**src/rtl/alu_cmd_driver.sv**
```systemverilog
// Command-side front end for the registered 4-bit ALU: accepts one command at a time,
// holds the ALU inputs through its two-register latency and returns result/flags with the tag.
module alu_cmd_driver #(
  parameter int TAG_W = 4,
  parameter int CNT_W = 16
) (
  input  logic             clk,
  input  logic             rst_n,
  input  logic             cmd_valid,
  output logic             cmd_ready,
  input  logic [3:0]       cmd_a,
  input  logic [3:0]       cmd_b,
  input  logic [3:0]       cmd_op,
  input  logic             cmd_ci,
  input  logic             cmd_bi,
  input  logic [TAG_W-1:0] cmd_tag,
  output logic [3:0]       alu_a,
  output logic [3:0]       alu_b,
  output logic [3:0]       alu_op,
  output logic             alu_ci,
  output logic             alu_bi,
  input  logic [4:0]       alu_result,
  input  logic             alu_sign,
  input  logic             alu_zero,
  input  logic             alu_parity,
  input  logic             alu_ovf,
  output logic             rsp_valid,
  input  logic             rsp_ready,
  output logic [TAG_W-1:0] rsp_tag,
  output logic [4:0]       rsp_result,
  output logic             rsp_sign,
  output logic             rsp_zero,
  output logic             rsp_parity,
  output logic             rsp_ovf,
  output logic             rsp_illegal,
  output logic [CNT_W-1:0] op_count,
  output logic [CNT_W-1:0] ovf_count
);

  typedef enum logic [2:0] {IDLE, ISSUE, EXEC, CAPT, RESP} state_e;

  state_e           state_q, state_d;
  logic [3:0]       a_q, a_d, b_q, b_d, op_q, op_d;
  logic             ci_q, ci_d, bi_q, bi_d;
  logic [TAG_W-1:0] tag_q, tag_d;
  logic             rsp_valid_q, rsp_valid_d;
  logic [4:0]       res_q, res_d;
  logic [3:0]       flags_q, flags_d;   // {sign, zero, parity, ovf}
  logic             illegal_q, illegal_d;
  logic [CNT_W-1:0] op_cnt_q, op_cnt_d, ovf_cnt_q, ovf_cnt_d;

  assign cmd_ready = (state_q == IDLE);

  always_comb begin
    state_d     = state_q;
    a_d         = a_q;
    b_d         = b_q;
    op_d        = op_q;
    ci_d        = ci_q;
    bi_d        = bi_q;
    tag_d       = tag_q;
    rsp_valid_d = rsp_valid_q;
    res_d       = res_q;
    flags_d     = flags_q;
    illegal_d   = illegal_q;
    op_cnt_d    = op_cnt_q;
    ovf_cnt_d   = ovf_cnt_q;
    case (state_q)
      IDLE: begin
        // ALU inputs only change here, so they stay put until the next accept
        if (cmd_valid) begin
          a_d     = cmd_a;
          b_d     = cmd_b;
          op_d    = cmd_op;
          ci_d    = cmd_ci;
          bi_d    = cmd_bi;
          tag_d   = cmd_tag;
          state_d = ISSUE;
        end
      end
      ISSUE: state_d = EXEC;
      EXEC:  state_d = CAPT;
      CAPT: begin
        res_d       = alu_result;
        flags_d     = {alu_sign, alu_zero, alu_parity, alu_ovf};
        illegal_d   = op_q[3] & op_q[2];
        rsp_valid_d = 1'b1;
        state_d     = RESP;
      end
      RESP: begin
        if (rsp_ready) begin
          rsp_valid_d = 1'b0;
          op_cnt_d    = op_cnt_q + CNT_W'(1);
          if (flags_q[0]) ovf_cnt_d = ovf_cnt_q + CNT_W'(1);
          state_d     = IDLE;
        end
      end
      default: state_d = IDLE;
    endcase
  end

  always_ff @(posedge clk) begin
    if (!rst_n) begin
      state_q     <= IDLE;
      a_q         <= '0;
      b_q         <= '0;
      op_q        <= '0;
      ci_q        <= 1'b0;
      bi_q        <= 1'b0;
      tag_q       <= '0;
      rsp_valid_q <= 1'b0;
      res_q       <= '0;
      flags_q     <= '0;
      illegal_q   <= 1'b0;
      op_cnt_q    <= '0;
      ovf_cnt_q   <= '0;
    end else begin
      state_q     <= state_d;
      a_q         <= a_d;
      b_q         <= b_d;
      op_q        <= op_d;
      ci_q        <= ci_d;
      bi_q        <= bi_d;
      tag_q       <= tag_d;
      rsp_valid_q <= rsp_valid_d;
      res_q       <= res_d;
      flags_q     <= flags_d;
      illegal_q   <= illegal_d;
      op_cnt_q    <= op_cnt_d;
      ovf_cnt_q   <= ovf_cnt_d;
    end
  end

  assign alu_a       = a_q;
  assign alu_b       = b_q;
  assign alu_op      = op_q;
  assign alu_ci      = ci_q;
  assign alu_bi      = bi_q;
  assign rsp_valid   = rsp_valid_q;
  assign rsp_tag     = tag_q;
  assign rsp_result  = res_q;
  assign rsp_sign    = flags_q[3];
  assign rsp_zero    = flags_q[2];
  assign rsp_parity  = flags_q[1];
  assign rsp_ovf     = flags_q[0];
  assign rsp_illegal = illegal_q;
  assign op_count    = op_cnt_q;
  assign ovf_count   = ovf_cnt_q;

endmodule
```
**config.mk**
```make
export PLATFORM = sky130hd
export DESIGN_NAME = alu_cmd_driver
export DESIGN_NICKNAME = d
export VERILOG_FILES = /design/src/rtl/alu_cmd_driver.sv
export SDC_FILE = /design/constraint.sdc
export NUM_CORES = 1
export LEC_CHECK = 0
export BUFFER_PORTS_ARGS = -buffer_cell sky130_fd_sc_hd__buf_2
export CELL_PAD_IN_SITES_DETAIL_PLACEMENT = 0
export CELL_PAD_IN_SITES_GLOBAL_PLACEMENT = 1
export CORE_UTILIZATION = 31
export DETAILED_ROUTE_END_ITERATION = 12
export PLACE_DENSITY_LB_ADDON = 0.1
export SETUP_SLACK_MARGIN = 0.15
export SYNTH_ARGS = -nofsm -noshare
export SYNTH_HDL_FRONTEND = slang
export SYNTH_SLANG_ARGS = --single-unit
export TNS_END_PERCENT = 1
```
**constraint.sdc**
```tcl
create_clock -name clk -period 1.7 [get_ports clk]
set_input_delay 0 -clock clk [delete_from_list [all_inputs] [get_ports clk]]
set_output_delay 0 -clock clk [all_outputs]
set_load 0.02 [all_outputs]
```
== Yosys cells after proc, flatten, opt, wreduce, memory -nomap -nowiden ==
Index checks and enable logic that the tools add are counted.
Word-level totals
  bits in registers: 64
  input port bits: 31
  word-level logic and storage cells: 34
Cells by class
  add/sub/neg operators: 2
  equal/unequal tests: 6
  mux-type cells: 5
  bitwise operators: 1
  reduce and logical (&&, ||, !) cells: 7
Operators with widths (number)
  16-bit by 1-bit adder with 16-bit output (second input constant): 2
  3-bit case mux with 5 select lines: 1
  2-bit AND reduction: 4
  3-bit by 2-bit equality test with 1-bit output (second input constant): 2
  3-bit 2-to-1 mux: 2
  2-bit != test (second input constant): 2
  3-bit by 1-bit equality test with 1-bit output (second input constant): 1
  3-bit equality test (second input constant): 1
  3-bit logical NOT: 1
  3-bit AND reduction: 1
  1-bit case mux with 2 select lines: 1
  2-bit nonzero test: 1
  1-bit bitwise AND: 1
  1-bit 2-to-1 mux: 1

== Logic depth before layout (Yosys ltp) ==
Gate-level depths: netlist (run 1).
  depth after elaboration: 3
  mapped depth: 7

== Worst setup path after synthesis (run 1) ==
OpenSTA, ideal clock, no wires.
  path type: reg-to-reg
  start: register ovf_cnt_q[0], in the netlist ovf_count[0]
  end: register ovf_cnt_q[12], in the netlist ovf_count[12]
  data arrival time: 1879 ps
  data required time: 1629 ps
  slack: -250 ps
  cell stages (with the launch flop): 7
  period minus slack after synthesis: 1950 ps
  cells stage by stage: dfxtp_1 ha_1 and3_1 or4b_1 clkbuf_2 or3_1 a21oi_1
On the way
  longest elaborated chain between the ends: 1
RTL lines
  start, declared: line 50  | logic [CNT_W-1:0] op_cnt_q, op_cnt_d, ovf_cnt_q, ovf_cnt_d;
  start signal, assigned: line 130  | ovf_cnt_q <= ovf_cnt_d;
  16-bit by 1-bit adder with 16-bit output: line 94  | if (flags_q[0]) ovf_cnt_d = ovf_cnt_q + CNT_W'(1);
Every way passes these cells.
A chain may end at the register's enable or synchronous reset.

== Final worst setup path (run 1) ==
  start: register state_q[0]
  end: register op_cnt_q[14], in the netlist op_count[14]
On the way
  longest elaborated chain between the ends: 2
RTL lines
  start, declared: line 42  | state_e state_q, state_d;
  start signal, assigned: line 118  | state_q <= state_d;
  3-bit equality test: line 68  | case (state_q)
  2-bit AND reduction (no line)
  end signal, assigned: line 129  | op_cnt_q <= op_cnt_d;
  end, declared: line 50
Every way passes these cells.

==> summary.md, run 1 <==
| Metric | Value |
|---|---|
| Worst path cell trace | nand4bb_4 > buf_6 > or4_4 > or3_1 > a21oi_1 |
| FF/Latch Area | 1300 µm² |
| Die ar. | 8580 µm² |
| # rows | 32 |
| CP peak stage delay | 440 ps |
| Lkg Pwr | 0.00175 µW |
| Routability cong. | 0.687 |
| First-pass GRT wire length | 11600 µm |
| Fin. max-slew vios | 0 |
| Initial antenna violation count | 0 |
| Critical path required time | 1960 ps |
| Net Switching | 818 µW |
| Clock period minus worst slack | 1740 ps |
| Largest net degree at the start of global routing | 29 |
| WS Path Type | reg2reg |
| CTS root buffer | clkbuf_8 |
| Fillers | 815 |
| Sw Share | 23.5% |
| Post-route DRC | 0 |
| Seq/Total Area, Yosys | 50.3% |
| Worst vdd ir | 0.000603 V |
| Grt total ovfl | 0 |
| Post-synthesis register bit count | 64 |
| Clock power frac | 43.7% |
| Slowest cell on the critical path | or4_4 |
| Routed Antenna Nets | 0 |
| All-layer global routing usage | 17.0% |
| Slew margin rel. | 65.3% |
| Worst EP arrival | 2000 ps |
| Met1 track demand over resource | 21.2% |
| H-tree depth | 3 |
| Flop pwr share | 45.0% |
| Multi-input gate area | 1290 µm² |
| GR Util met2 | 28.1% |
| WHS Path Cells | 3 |
| Worst-Skew Late Latency | 330 ps |
| Post-Syn Area | 2550 µm² |
| Met3 Use GR | 5.83% |
| Critical Path Sink Type | register |
| Endpoints failing hold | 0 |
| Nets | 497 |
| Iter 0 DRT Violations | 48 |
| Hold Path Sink | state_q[2]$_SDFFE_PN0P_ |
| Diodes inserted | 0 |
| CTS tree | yes |
| Internal Pwr Total | 2670 µW |
| Area contributors post-synth | dfxtp_1 50%, nand2_1 11%, a21oi_1 8.6% |
| Clock Path Buffers | 2 |
| Synth top area share | 50.3% |
| Violated checks | negative setup slack |
| Vias in the first global route | 2527 |
| Startpoint types | register |
| Area Overhead vs Synth | 57.8% |
| Unrepaired setup endpoints after global routing | true |
| I/O Pins | 93 |
| Hold Path Origin | rsp_ready |
| Die height | 92.7 µm |
| Delay-heaviest family, CP | simple AND/OR/NAND/NOR gates |
| Clock slew at reported path FFs | 70 ps |
| Fin crit share | 103% |
| Post-synth top cells | 74 x nand2_1, 64 x dfxtp_1, 44 x a21oi_1 |
| Drt pass-1 iters | 4 |
| Initial Util | 32.5% |
| Cell taking the most area after synthesis | dfxtp_1 |
| Count leader, synth | nand2_1 |
| Status | finished with violations |
| RR Startpoint | state_q[0]$_SDFFE_PN0P_ |
| Final worst slack | -43.2 ps |
| Yosys warns | 0 |
| Width of the die | 92.7 µm |
| Post-synth EDFFs | 0 |
| Start point of the critical path | state_q[0]$_SDFFE_PN0P_ |
| Via count | 2632 |
| Post-DP HPWL | 4740 µm |
| Final setup violation count | 7 |
| Gate Count Post-Synth | 309 |
| CTS Sinks | 64 |
| Synth Net Count | 342 |
| Asr flop ratio synth | 0% |
| Pwr dens | 867 nW/µm² |
| Vias per cell | 4.61 |
| Min-delay worst type | in2reg |
| Critical path buffers and inverters | 1 |
| Max Cap Viol | 0 |
| Routed wire per std cell | 12.1 µm |
| Core region area | 7850 µm² |
| Clock Skews | 10.6 ps |
| Worst-path fanout max | 6 |
| Detailed Route WL | 6900 µm |
| Top Usage Layer GRT | met2 |
| Combinational share of power | 11.2% |
| Fmax | 574 MHz |
| Cell count of the worst reg-to-reg path | 5 |
| Util after Layout | 51.2% |
| Share of layout cells above drive strength 1 | 36.9% |
| Syn_area_per_cell | 8.24 µm² |
| Main flop type after synthesis | dfxtp_1 |
| Slew @ Worst Pin | 520 ps |
| Reg2reg setup slack | -40 ps |
| FF-to-FF End | op_count[14]$_SDFFE_PN0P_ |
| Overall power | 3480 µW |
| Number of port buffers | 92 |
| Synth cell types | 30 |
| CTS buffer count | 9 |
layout make-up:
class / instances / area share [%]
clock buffers: 12 / 4.11
clock inverters: 4 / 1.84
inverters: 5 / 0.467
multi-input cells: 225 / 32.0
flip-flops and latches: 64 / 32.4
well taps: 102 / 3.17
repair buffers: 159 / 26.0
stage by stage:
step	cells	instance area (µm²)	setup slack, ps	hold WS [ps]	setup TNS (ps)
5_1_grt	571	4020	-120	51.1	-1090
4_1_cts	570	3980	-45.1	17.2	-157
3_3_place_gp	522	3380	-108	240	-660
6_report	571	4020	-43.2	47.0	-134
2_1_floorplan	309	2590	-31.6	128	-241
3_5_place_dp	522	3380	-140	249	-1050
kinds of logic after synthesis:
family | after synthesis | share of synthesized area, %
AND/OR/NAND/NOR | 148 | 27.9
flip-flops | 64 | 50.3
AO/OA/AOI/OAI | 57 | 11.3
buffers and inverters | 20 | 3.14
XOR/XNOR | 15 | 5.16
multiplexers | 3 | 1.18
adder cells (fa/ha/maj) | 2 | 0.982
cell usage in the layout, fill, tap and decap left out, drive strengths merged:
cell type    synthesis  layout
xor2                 6       6
nand4bb              1       1
xnor2                9       9
or2                  1       1
dfxtp               64      64
nand2b               3       3
nand4                6       6
nand3               13      13
bufinv               0       2
a21oi               44      44
or3                 12      12
dlygate4sd3          0      30
nor4                 4       4
nor2                17      17
mux2i                3       3
buf                  3     129
and2                 1       1
or4b                 2       2
and4                 1       1
nand2               74      74
o21ai               12      12
nor3                 6       6
clkbuf              12      12
o21bai               1       1
and3                 4       4
ha                   2       2
nor4bb               1       1
inv                  4       6
or4                  2       2
clkinvlp             0       1
flip-flops by register name, indices dropped and copies added, names as in the netlist:
name and flops:
op_count 16, ovf_count 16, rsp_result 5, alu_a 4
alu_b 4, alu_op 4, flags_q 4, rsp_tag 4
state_q 3, alu_bi 1, alu_ci 1, rsp_illegal 1
rsp_valid 1
how the worst max path moves through the flow:
stage,end,slack (ps),cells past startpoint
final,op_count[14]$_SDFFE_PN0P_,-40,5
after CTS,ovf_count[11]$_SDFFE_PN0P_,-50,4
after detailed placement,ovf_count[15]$_SDFFE_PN0P_,-140,4
after global placement,ovf_count[15]$_SDFFE_PN0P_,-110,4
after floorplan,ovf_count[12]$_SDFFE_PN0P_,-30,6
after global routing,op_count[14]$_SDFFE_PN0P_,-120,5
tightest hold or removal path: cells and delay by family:
family                 cells  cell delay, ps
buffers and inverters      1             130
AND/OR/NAND/NOR            1             130
AO/OA/AOI/OAI              1              60
metal layers:
layer	part of all wire, %	up-vias
met3	5.1	4
met5	0	-
met2	48	61
met1	46	1200
met4	0.80	0
li1	-	1367
power by group through the flow:
stage / logic [µW] / clock network (µW) / registers [µW]
global route: 431 / 1640 / 1570
detailed placement: 333 / 0 / 1600
floorplan: 134 / 0 / 1660
global placement: 331 / 0 / 1600
finish: 391 / 1520 / 1570
CTS: 390 / 1580 / 1570
repair_timing:
item                                    4_1_cts  5_1_grt
resized for setup                             9        6
endpoints found under the hold margin        32        0
pin swaps                                    12        9
hold buffers                                 30        0
endpoints found under the setup margin       16       25
setup buffers                                 2        1
Power figures use the tool's default switching activity.
==> inputs of run 2 (changes only) <==
--- a/config.mk
+++ b/config.mk
@@ -5,6 +5,7 @@
 export SDC_FILE = /design/constraint.sdc
 export NUM_CORES = 1
 export LEC_CHECK = 0
+export ABC_CLOCK_PERIOD_IN_PS = 1700
 export BUFFER_PORTS_ARGS = -buffer_cell sky130_fd_sc_hd__buf_2
 export CELL_PAD_IN_SITES_DETAIL_PLACEMENT = 0
 export CELL_PAD_IN_SITES_GLOBAL_PLACEMENT = 1
@@ -12,6 +13,7 @@
 export DETAILED_ROUTE_END_ITERATION = 12
 export PLACE_DENSITY_LB_ADDON = 0.1
 export SETUP_SLACK_MARGIN = 0.15
+export SKIP_CTS_REPAIR_TIMING = 1
 export SYNTH_ARGS = -nofsm -noshare
 export SYNTH_HDL_FRONTEND = slang
 export SYNTH_SLANG_ARGS = --single-unit
==> summary.md, run 2 (synthesized netlist as in run 1, its figures left out) <==
| Metric | Value |
|---|---|
| Status | finished with violations (unchanged) |
| Violated checks | negative setup slack (unchanged) |
| Combinational share of power | 11.2% (about the same) |
| I/O Pins | 93 (unchanged) |
| Routability cong. | 0.687 (unchanged) |
| Startpoint types | register (unchanged) |
| Core region area | 7850 µm² (unchanged) |
| Fin Hold WS | 2.31 ps (was 47.0 ps) |
| CTS root buffer | clkbuf_8 (unchanged) |
| CTS Sinks | 64 (unchanged) |
| Internal Pwr Total | 2670 µW (about the same) |
| Share of layout cells above drive strength 1 | 36.5% (was 36.9%) |
| DP Worst Slack | -140 ps (unchanged) |
| Iter 0 DRT Violations | 53 (was 48) |
| CTS buffer count | 9 (unchanged) |
| Slew @ Worst Pin | 515 ps (was 520 ps) |
| Fillers | 812 (was 815) |
| Most common cell after layout, fill and taps aside | buf_2 (unchanged) |
| Clock period minus worst slack | 1770 ps (was 1740 ps) |
| Grt total ovfl | 0 (unchanged) |
| H-tree depth | 3 (unchanged) |
| Worst EP arrival | 2030 ps (was 2000 ps) |
| Flop pwr share | 45.0% (about the same) |
| Vias per cell | 4.60 (was 4.61) |
| Largest net degree at the start of global routing | 29 (unchanged) |
| Lkg Pwr | 0.00175 µW (about the same) |
| Vias in the first global route | 2359 (was 2527) |
| Setup Total Neg Slack | -226 ps (was -134 ps) |
| Min-delay worst type | in2reg (unchanged) |
| RR Startpoint | state_q[1]$_SDFFE_PN0P_ (was state_q[0]$_SDFFE_PN0P_) |
| Area Overhead vs Synth | 57.4% (was 57.8%) |
| Post-route DRC | 0 (unchanged) |
| Fmax | 564 MHz (was 574 MHz) |
| First-pass GRT wire length | 10900 µm (was 11600 µm) |
| Die height | 92.7 µm (unchanged) |
| Worst vdd ir | 0.000604 V (was 0.000603 V) |
| Final non-filler cell total | 571 (unchanged) |
| Net Switching | 821 µW (was 818 µW) |
| Post-route cell area | 4010 µm² (was 4020 µm²) |
| Clock power frac | 43.8% (was 43.7%) |
| Width of the die | 92.7 µm (unchanged) |
| Diodes inserted | 0 (unchanged) |
| Clock Skews | 11.2 ps (was 10.6 ps) |
| All-layer global routing usage | 16.0% (was 17.0%) |
| Unrepaired setup endpoints after global routing | true (unchanged) |
| Max Cap Viol | 0 (unchanged) |
| Initial Util | 32.5% (unchanged) |
| Worst-path fanout max | 8 (was 6) |
| Placed Instance Area | 3380 µm² (unchanged) |
| Cell count after placement | 522 (unchanged) |
| Nets | 497 (unchanged) |
| Endpoints failing hold | 0 (unchanged) |
| Start point of the critical path | state_q[1]$_SDFFE_PN0P_ (was state_q[0]$_SDFFE_PN0P_) |
| Routed Antenna Nets | 0 (unchanged) |
| Slew margin rel. | 65.6% (was 65.3%) |
| Worst-Skew Late Latency | 330 ps (about the same) |
| Final worst slack | -71.6 ps (was -43.2 ps) |
| Post-DP HPWL | 4740 µm (unchanged) |
| Number of port buffers | 92 (unchanged) |
| Hold Path Origin | rst_n (was rsp_ready) |
| Sw Share | 23.5% (about the same) |
| FF-to-FF End | ovf_count[15]$_SDFFE_PN0P_ (was op_count[14]$_SDFFE_PN0P_) |
| Cell count of the worst reg-to-reg path | 4 (was 5) |
| Reg2reg setup slack | -70 ps (was -40 ps) |
| WS Path Type | reg2reg (unchanged) |
| Hold Path Sink | op_count[11]$_SDFFE_PN0P_ (was state_q[2]$_SDFFE_PN0P_) |
| Fin. max-slew vios | 0 (unchanged) |
| Clock slew at reported path FFs | 70 ps (about the same) |
| Highest-count cells in the layout ignoring fill and taps | 92 x buf_2, 74 x nand2_1, 53 x dfxtp_1, 43 x a21oi_1, 34 x buf_4 (was 92 x buf_2, 73 x nand2_1, 54 x dfxtp_1, 43 x a21oi_1, 35 x buf_4) |
| Detailed Route WL | 6910 µm (was 6900 µm) |
| Critical path required time | 1960 ps (about the same) |
| CTS tree | yes (unchanged) |
| Pwr dens | 870 nW/µm² (was 867 nW/µm²) |
| # rows | 32 (unchanged) |
| Routed wire per std cell | 12.1 µm (about the same) |
| WHS Path Cells | 3 (unchanged) |
| Fin crit share | 104% (was 103%) |
| Critical Path Sink Type | register (unchanged) |
| Initial antenna violation count | 0 (unchanged) |
| Final setup violation count | 7 (unchanged) |
| Die ar. | 8580 µm² (unchanged) |
| Clock Path Buffers | 2 (unchanged) |
| Via count | 2629 (was 2632) |
| Drt pass-1 iters | 4 (unchanged) |
[run 2: cell count changes in the layout (fill, tap and decap cells not counted), sizes merged]
cell,change
buf,-1
dlygate4sd3,+1
[run 2: per-stage QoR]
step           power, µW  utilization [%]
2_1_floorplan       1790                -
3_3_place_gp        1930             43.0
3_5_place_dp        1940             43.0
4_1_cts             3480             46.1
5_1_grt             3650             51.1
6_report            3490             51.1
[run 2: worst max path at each step]
stage                                 end  depth (start not counted)
4_1_cts        ovf_count[15]$_SDFFE_PN0P_                          4
3_3_place_gp   ovf_count[15]$_SDFFE_PN0P_                          4
3_5_place_dp   ovf_count[15]$_SDFFE_PN0P_                          4
2_1_floorplan  ovf_count[12]$_SDFFE_PN0P_                          6
5_1_grt        ovf_count[15]$_SDFFE_PN0P_                          4
6_report       ovf_count[15]$_SDFFE_PN0P_                          4
[run 2: area by class of cell]
cell class	instances	area [µm²]	share of cell area, %
Sequential cell	64	1300	32.5
Multi-Input combinational cell	225	1270	31.7
Inverter	5	18.8	0.468
Clock buffer	12	165	4.12
Timing Repair Buffer	159	1050	26.2
Tap cell	102	128	3.18
Clock inverter	4	73.8	1.84
[run 2: critical path: stages, from the launching register on]
cell and delay, ps:
dfxtp_2 320, nand4bb_4 280, or4_4 620, or3_4 390, a21oi_2 110
[run 2: power groups by stage]
| stage | Combinational (µW) | Sequential, µW | Clock [µW] |
|---|---|---|---|
| final | 392 | 1570 | 1530 |
| after global routing | 432 | 1570 | 1640 |
| after floorplan | 134 | 1660 | 0 |
| after global placement | 331 | 1600 | 0 |
| after CTS | 334 | 1570 | 1580 |
| after detailed placement | 333 | 1600 | 0 |
[run 2: layer usage]
layer  GRT usage [%]  wire, µm  up-vias
li1                -         -     1367
met3            5.91       332        4
met1            20.4      3200     1199
met4            4.23        55        0
met5               0         0        -
met2            25.4      3330       59
==> inputs of run 3 (changes only) <==
--- a/config.mk
+++ b/config.mk
@@ -9,6 +9,7 @@
 export BUFFER_PORTS_ARGS = -buffer_cell sky130_fd_sc_hd__buf_2
 export CELL_PAD_IN_SITES_DETAIL_PLACEMENT = 0
 export CELL_PAD_IN_SITES_GLOBAL_PLACEMENT = 1
+export CORE_ASPECT_RATIO = 1.75
 export CORE_UTILIZATION = 31
 export DETAILED_ROUTE_END_ITERATION = 12
 export PLACE_DENSITY_LB_ADDON = 0.1
==> summary.md, run 3 (synthesized netlist as in run 1, its figures left out) <==
| Metric | Value |
|---|---|
| Status | finished with violations (unchanged) |
| Violated checks | design-rule violations, negative hold slack, negative setup slack (was negative setup slack) |
| FF/Latch Area | 1300 µm² (unchanged) |
| All-layer global routing usage | 15.9% (was 16.0%) |
| Worst-Skew Late Latency | 320 ps (was 330 ps) |
| Clock period minus worst slack | 1720 ps (was 1770 ps) |
| Fmax | 581 MHz (was 564 MHz) |
| Met3 Use GR | 4.30% (was 5.91%) |
| Vias per cell | 4.73 (was 4.60) |
| Post-route DRC | 8 (was 0) |
| Unrepaired setup endpoints after global routing | true (unchanged) |
| Highest-count cells in the layout ignoring fill and taps | 92 x buf_2, 74 x nand2_1, 53 x dfxtp_1, 42 x a21oi_1, 33 x buf_4 (was 92 x buf_2, 74 x nand2_1, 53 x dfxtp_1, 43 x a21oi_1, 34 x buf_4) |
| Worst vdd ir | 0.000561 V (was 0.000604 V) |
| Width of the die | 70.5 µm (was 92.7 µm) |
| Overall power | 3680 µW (was 3490 µW) |
| Iter 0 DRT Violations | 110 (was 53) |
| Die ar. | 8600 µm² (was 8580 µm²) |
| Share of layout cells above drive strength 1 | 35.9% (was 36.5%) |
| Routed wire per std cell | 12.3 µm (was 12.1 µm) |
| Largest net degree at the start of global routing | 22 (was 29) |
| # rows | 43 (was 32) |
| CTS tree | yes (unchanged) |
| Fin Hold WS | -7.75 ps (was 2.31 ps) |
| Final setup violation count | 4 (was 7) |
| Number of port buffers | 92 (unchanged) |
| GR Util met2 | 28.3% (was 25.4%) |
| Clock Path Buffers | 2 (unchanged) |
| DP Worst Slack | -141 ps (was -140 ps) |
| H-tree depth | 3 (unchanged) |
| WS Path Type | reg2reg (unchanged) |
| Startpoint types | register (unchanged) |
| Cell count after placement | 509 (was 522) |
| Final worst slack | -22.1 ps (was -71.6 ps) |
| Multi-input gate area | 1260 µm² (was 1270 µm²) |
| First-pass GRT wire length | 10600 µm (was 10900 µm) |
| Critical path required time | 1960 ps (about the same) |
| Endpoints failing hold | 1 (was 0) |
| Met1 track demand over resource | 17.0% (was 20.4%) |
| Final non-filler cell total | 553 (was 571) |
| Critical Path Sink Type | register (unchanged) |
| Routability cong. | 0.717 (was 0.687) |
| Clock slew at reported path FFs | 50 ps (was 70 ps) |
| Fillers | 821 (was 812) |
| Initial Util | 32.0% (was 32.5%) |
| Area Overhead vs Synth | 55.9% (was 57.4%) |
| Max Cap Viol | 0 (unchanged) |
| Die height | 122 µm (was 92.7 µm) |
| Slew margin rel. | 77.8% (was 65.6%) |
| Slew @ Worst Pin | 331 ps (was 515 ps) |
| Min-delay worst type | in2reg (unchanged) |
| Nets | 491 (was 497) |
| Detailed Route WL | 6800 µm (was 6910 µm) |
| CTS root buffer | clkbuf_16 (was clkbuf_8) |
| Diodes inserted | 0 (unchanged) |
| Via count | 2617 (was 2629) |
| Initial antenna violation count | 0 (unchanged) |
| I/O Pins | 93 (unchanged) |
| CTS Sinks | 64 (unchanged) |
| Post-DP HPWL | 4810 µm (was 4740 µm) |
| Worst EP arrival | 1980 ps (was 2030 ps) |
| Lkg Pwr | 0.00174 µW (was 0.00175 µW) |
| Clock Skews | 3.71 ps (was 11.2 ps) |
| Grt total ovfl | 0 (unchanged) |
| CTS buffer count | 9 (unchanged) |
| Worst-path fanout max | 8 (unchanged) |
| Core region area | 7960 µm² (was 7850 µm²) |
| Top Usage Layer GRT | met2 (unchanged) |
| Pwr dens | 926 nW/µm² (was 870 nW/µm²) |
| Vias in the first global route | 2323 (was 2359) |
| Drt pass-1 iters | 8 (was 4) |
| Fin. max-slew vios | 0 (unchanged) |
| Most common cell after layout, fill and taps aside | buf_2 (unchanged) |
| Fin crit share | 101% (was 104%) |
| Routed Antenna Nets | 0 (unchanged) |
## run 3: per-layer routing
metal  vias to the layer above  routed length (µm)
met1                      1201                2730
met3                         9                 302
met4                         0                 121
met5                         -                   0
met2                        60                3640
li1                       1347                   -
## run 3: cell type report
| type | instances | area share (%) |
|---|---|---|
| Sequential cell | 64 | 32.8 |
| Clock buffer | 13 | 6.80 |
| Inverter | 5 | 0.472 |
| Tap cell | 90 | 2.83 |
| Clock inverter | 3 | 0.378 |
| Multi-Input combinational cell | 225 | 31.8 |
| Timing Repair Buffer | 153 | 24.9 |
## run 3: path summary, 6_finish.rpt
kind,start,endpoint,slack (ps),cells after the start
setup / recovery,state_q[1]$_SDFFE_PN0P_,ovf_count[13]$_SDFFE_PN0P_,-20,4
hold / removal,rst_n,op_count[6]$_SDFFE_PN0P_,-8,3
setup reg to reg,state_q[1]$_SDFFE_PN0P_,ovf_count[13]$_SDFFE_PN0P_,-20,4
hold reg to reg,alu_bi$_SDFFE_PN0P_,alu_bi$_SDFFE_PN0P_,450,2
## run 3: critical path, stage by stage (launching register included)
cell,delay [ps]
dfxtp_2,310
nand4bb_4,260
or4_4,610
or3_1,350
a21oi_2,130
## run 3: power by group
group          switching [µW]  total (µW)  internal, µW
Sequential               23.6        1570          1550
Clock                     627        1720          1100
Combinational             214         382           168
## run 3: stage by stage
stage	TNS, ps	utilization, %	hold WS [ps]	instance area [µm²]
detailed placement	-761	42.1	242	3360
finish	-50.0	49.9	-7.75	3970
global route	-440	49.9	4.09	3970
floorplan	-241	-	128	2590
global placement	-521	42.1	240	3360
CTS	-899	45.7	-103	3640
